==> src/rtl/uart_tx_arbiter.sv <==
// uart_tx_arbiter: round-robin sharing of one uart_tx among NUM_REQ requesters.
// Define UART_ARB_TIMEOUT_EN to enable the tx_busy-rise watchdog (timeout_err).
module uart_tx_arbiter #(
  parameter int NUM_REQ     = 4,
  parameter int TIMEOUT_CYC = 16
) (
  input  logic                 clk,
  input  logic                 rst,
  input  logic [NUM_REQ-1:0]   req,
  input  logic [NUM_REQ*8-1:0] req_data,
  output logic [NUM_REQ-1:0]   ack,
  output logic                 start_trigger,
  output logic [7:0]           tx_data,
  input  logic                 tx_busy,
  output logic                 arb_busy,
  output logic                 timeout_err
);
  localparam int IW = $clog2(NUM_REQ);

  typedef enum logic [1:0] {
    IDLE,
    ISSUE,
    WAIT_BUSY,
    WAIT_DONE
  } state_e;

  state_e             state_q, state_d;
  logic [IW-1:0]      rr_q, rr_d;
  logic [NUM_REQ-1:0] ack_q, ack_d;
  logic               start_q, start_d;
  logic [7:0]         data_q, data_d;
  logic               busy_q, busy_d;
  logic [IW-1:0]      gnt;
  logic               found;
  logic               expired;

  function automatic logic [IW-1:0] wrap(input int v);
    return IW'(v % NUM_REQ);
  endfunction

  // Walk offsets from the far end so the closest requester to rr_q wins.
  always_comb begin
    gnt   = '0;
    found = 1'b0;
    for (int i = NUM_REQ - 1; i >= 0; i--) begin
      if (req[wrap(int'(rr_q) + i)]) begin
        gnt   = wrap(int'(rr_q) + i);
        found = 1'b1;
      end
    end
  end

  always_comb begin
    state_d = state_q;
    rr_d    = rr_q;
    ack_d   = '0;
    start_d = 1'b0;
    data_d  = data_q;
    unique case (state_q)
      IDLE: begin
        if (found && !tx_busy) begin
          data_d  = req_data[8*gnt +: 8];
          ack_d   = NUM_REQ'(1) << gnt;
          start_d = 1'b1;
          rr_d    = wrap(int'(gnt) + 1);
          state_d = ISSUE;
        end
      end
      ISSUE: state_d = WAIT_BUSY;
      WAIT_BUSY: begin
        if (tx_busy) begin
          state_d = WAIT_DONE;
        end else if (expired) begin
          state_d = IDLE;
        end
      end
      WAIT_DONE: begin
        if (!tx_busy) begin
          state_d = IDLE;
        end
      end
      default: state_d = IDLE;
    endcase
    busy_d = (state_d != IDLE);
  end

  always_ff @(posedge clk or posedge rst) begin
    if (rst) begin
      state_q <= IDLE;
      rr_q    <= '0;
      ack_q   <= '0;
      start_q <= 1'b0;
      data_q  <= 8'h00;
      busy_q  <= 1'b0;
    end else begin
      state_q <= state_d;
      rr_q    <= rr_d;
      ack_q   <= ack_d;
      start_q <= start_d;
      data_q  <= data_d;
      busy_q  <= busy_d;
    end
  end

`ifdef UART_ARB_TIMEOUT_EN
  localparam int CW = $clog2(TIMEOUT_CYC + 1);

  logic [CW-1:0] cnt_q, cnt_d;
  logic          to_q, to_d;

  // Fires on the TIMEOUT_CYC-th WAIT_BUSY cycle still seeing tx_busy low.
  assign expired = (cnt_q == CW'(TIMEOUT_CYC - 1));

  always_comb begin
    cnt_d = cnt_q;
    to_d  = 1'b0;
    if (state_q == ISSUE) begin
      cnt_d = '0;
    end else if (state_q == WAIT_BUSY && !tx_busy) begin
      cnt_d = cnt_q + CW'(1);
      to_d  = expired;
    end
  end

  always_ff @(posedge clk or posedge rst) begin
    if (rst) begin
      cnt_q <= '0;
      to_q  <= 1'b0;
    end else begin
      cnt_q <= cnt_d;
      to_q  <= to_d;
    end
  end

  assign timeout_err = to_q;
`else
  assign expired     = 1'b0;
  assign timeout_err = 1'b0;
`endif

  assign ack           = ack_q;
  assign start_trigger = start_q;
  assign tx_data       = data_q;
  assign arb_busy      = busy_q;
endmodule
==> config.mk <==
export PLATFORM = sky130hd
export DESIGN_NAME = uart_tx_arbiter
export DESIGN_NICKNAME = d
export VERILOG_FILES = /design/src/rtl/uart_tx_arbiter.sv
export SDC_FILE = /design/constraint.sdc
export NUM_CORES = 1
export LEC_CHECK = 0
export CORE_MARGIN = 1
export CORE_UTILIZATION = 38
export CTS_CLUSTER_SIZE = 30
export DETAILED_ROUTE_END_ITERATION = 7
export GPL_TIMING_DRIVEN = 0
export HOLD_SLACK_MARGIN = 0.12
export PLACE_DENSITY = 0.79
export SETUP_SLACK_MARGIN = 0.2
export SYNTH_ARGS = -nofsm -noshare
export SYNTH_HDL_FRONTEND = slang
export SYNTH_SLANG_ARGS = --single-unit
export TNS_END_PERCENT = 20
==> constraint.sdc <==
create_clock -name clk -period 2.05 [get_ports clk]
set_input_delay 0.205 -clock clk [delete_from_list [all_inputs] [get_ports clk]]
set_output_delay 0.205 -clock clk [all_outputs]
set_load 0.05 [all_outputs]
==> impl_metrics.py <==
metrics = {
    "setup_path": {
        "critical_path_peak_fanout": 2,
        "cp.arrival_ns": 1.49,
        "path_cells": "clkdlybuf4s50_1",
        "cp_top_family": "buffers and inverters",
        "cpPeakStageDelay_ns": 0.82,
        "critPathSlowestCell": "clkdlybuf4s50_1",
        "cp_num_buf_inv": 1,
        "reg2reg_slack_ns": 0.35,
        "worstPathRequired_ns": 1.85,
        "worstSetupPathType": "flip-flop to primary output",
        "worstSetupStartpointType": "flip-flop",
        "end_kind": "primary output",
    },
    "timing": {
        "finalCritPeriodShare_pct": 82.9,
        "slew_viol_final": 0,
        "tightest_slew_ns": 0.671,
        "clock.fmax_ghz": 0.589,
        "finClkSkew_ns": 0.00632,
        "slew_headroom_pct": 55.2,
        "fin_crit_ns": 1.70,
        "hold_viol_final": 0,
        "hold_slack_ns": 0.299,
        "tns_ns": 0,
        "rsz0062_at_grt": "false",
        "setup_violations": 0,
    },
    "clock_tree": {
        "cts-root-buf": "clkbuf_4",
        "post_cts_buffers": 0,
        "h-tree-depth": 1,
        "postCtsHoldBufs": 0,
        "clkTransAtPathRegs_ns": 0.10,
        "clkLatencyLatePin_ns": 0.29,
        "numCtsBuffers": 3,
        "clockBufferDepth": 2,
        "cts_resized": 0,
        "cts_sinks": 18,
        "cts_tree": "built",
    },
    "synth": {
        "ys_seq_elements": 18,
        "synthTopCellsByArea": "dfrtp_1 46%, mux2i_1 17%, o221ai_1 7.1%",
        "synth_top_area_share_pct": 45.8,
        "synthesis.area_sq_um": 983,
        "post_synth.cell_area_avg_sq_um": 11.0,
        "synth_warnings": 0,
        "synthCells": 89,
        "synth_cell_types": 29,
        "synth_top_area_cell": "dfrtp_1",
        "syn-num-nets": 128,
        "ys_seq_area_share_pct": 45.8,
    },
    "cells_and_area": {
        "fin_area_sq_um": 1560,
        "antenna_cells": 0,
        "final_cell_mix": "52 x clkdlybuf4s50_1, 18 x dfrtp_1, 17 x mux2i_1",
        "final_common_cell": "clkdlybuf4s50_1",
        "fin_util_pct": 63.7,
        "area_growth_pct": 59.0,
        "nets": 185,
        "drive_above_1_share_pct": 8.33,
    },
    "floorplan": {
        "die_h_um": 52.9,
        "fp.dieArea_sq_um": 2800,
        "ios": 54,
        "start_util_pct": 40.1,
        "die_w_um": 52.9,
        "rows": 18,
        "coreArea_sq_um": 2450,
    },
    "global_routing": {
        "grt_pass1_vias": 822,
        "overflow": 0,
        "grt_antenna_before_repair": 0,
        "grt_start_max_net_pins": 19,
        "grt_first_pass_wirelength_um": 3600,
        "gr-usage-all-layers_pct": 17.9,
    },
    "route": {
        "drt-vias-per-instance": 5.15,
        "dr_total_vias": 896,
        "first_pass_iters": 4,
        "wire_per_inst_um": 13.4,
        "drtAntennaViolNets": 0,
        "drt_first_iter_violations": 8,
        "drc": 0,
        "wl_um": 2330,
    },
    "power_and_ir_drop": {
        "ir_worst_vdd_mv": 0.684,
        "p_per_area_nw_per_um2": 1140,
        "p_leak_nw": 0.684,
        "finalPower_mw": 1.78,
    },
    "place": {
        "hpwlAfterDp_um": 1820,
        "place_area_sq_um": 1540,
        "port_buffers": 52,
        "place_congestion": 0.783,
    },
    "status": {
        "status": "completed",
    },
    "min_path": {
        "hold_path.class": "primary input to asynchronous set/reset pin",
    },
    "flow_run": {
        "max_cap_viol_count": 0,
    },
}
[synth_stat cells]
master and number:
o41ai_2 1, o221ai_2 1, o221ai_1 8, nand2_1 11, a221oi_1 1, or2_1 2, buf_8 1, a21oi_1 2
a21boi_1 1, inv_2 1, mux2i_1 17, nor2b_1 5, nand3_1 2, nor3_1 2, nor2_1 2, a31oi_1 1
a221o_1 1, conb_1 1, inv_1 2, or3b_1 1, buf_4 1, o21bai_1 1, o21ba_2 1, a21o_1 1
dfrtp_1 18, o21ai_2 1, clkbuf_1 1, a21boi_2 1, buf_6 1
[stage by stage]
step / std cells / worst slack (ns)
after floorplan: 89 / 0.522
after global placement: 171 / 0.106
after detailed placement: 171 / 0.0449
after CTS: 174 / 0.340
after global routing: 174 / 0.225
final: 174 / 0.351
[path summary, 6_finish.rpt]
kind	cells past startpoint	endpoint	from
setup reg to reg	5	tx_data[3]	rr_q[1]
max in group asynchronous	2	state_q[0]	rst
hold reg to reg	1	state_q[1]	state_q[0]
min in group clk	1	state_q[1]	state_q[0]
hold / removal	2	tx_data[2]	rst
setup / recovery	1	tx_data[3]	tx_data[3]
[cells by family (layout without fill, tap and decap cells)]
family,Yosys count,in the layout,share of synthesized area [%]
other cells,1,1,0.381
simple gates,25,25,12.3
buf+inv,7,62,4.96
mux,17,17,17.3
compound gates,21,21,19.2
flops,18,18,45.8
[layout make-up]
class	instances	area [sq um]
Buffer	4	37.5
Clock buffer	3	22.5
Fill cell	213	891
Inverter	3	11.3
Multi-Input combinational cell	64	484
Sequential cell	18	450
Tap cell	30	37.5
Timing Repair Buffer	52	520
[where the power goes]
group | switching [mW] | internal [mW] | total (mW)
clock | 0.108 | 0.0684 | 0.176
combinational | 0.607 | 0.438 | 1.05
sequential | 0.0851 | 0.478 | 0.563
[per-layer routing]
| layer | share of wire [%] | vias up | GRT usage (%) |
|---|---|---|---|
| li1 | - | 441 | - |
| met1 | 43 | 420 | 20.7 |
| met2 | 50 | 31 | 31.6 |
| met3 | 5.1 | 4 | 4.31 |
| met4 | 1.6 | 0 | 6.58 |
| met5 | 0 | - | 0 |
[state kept, by name, indices dropped and copies added (netlist names)]
signal / cells
start_trigger: 1
rr_q: 2
ack: 4
tx_data: 8
state_q: 2
arb_busy: 1
Power figures use the tool's default switching activity.
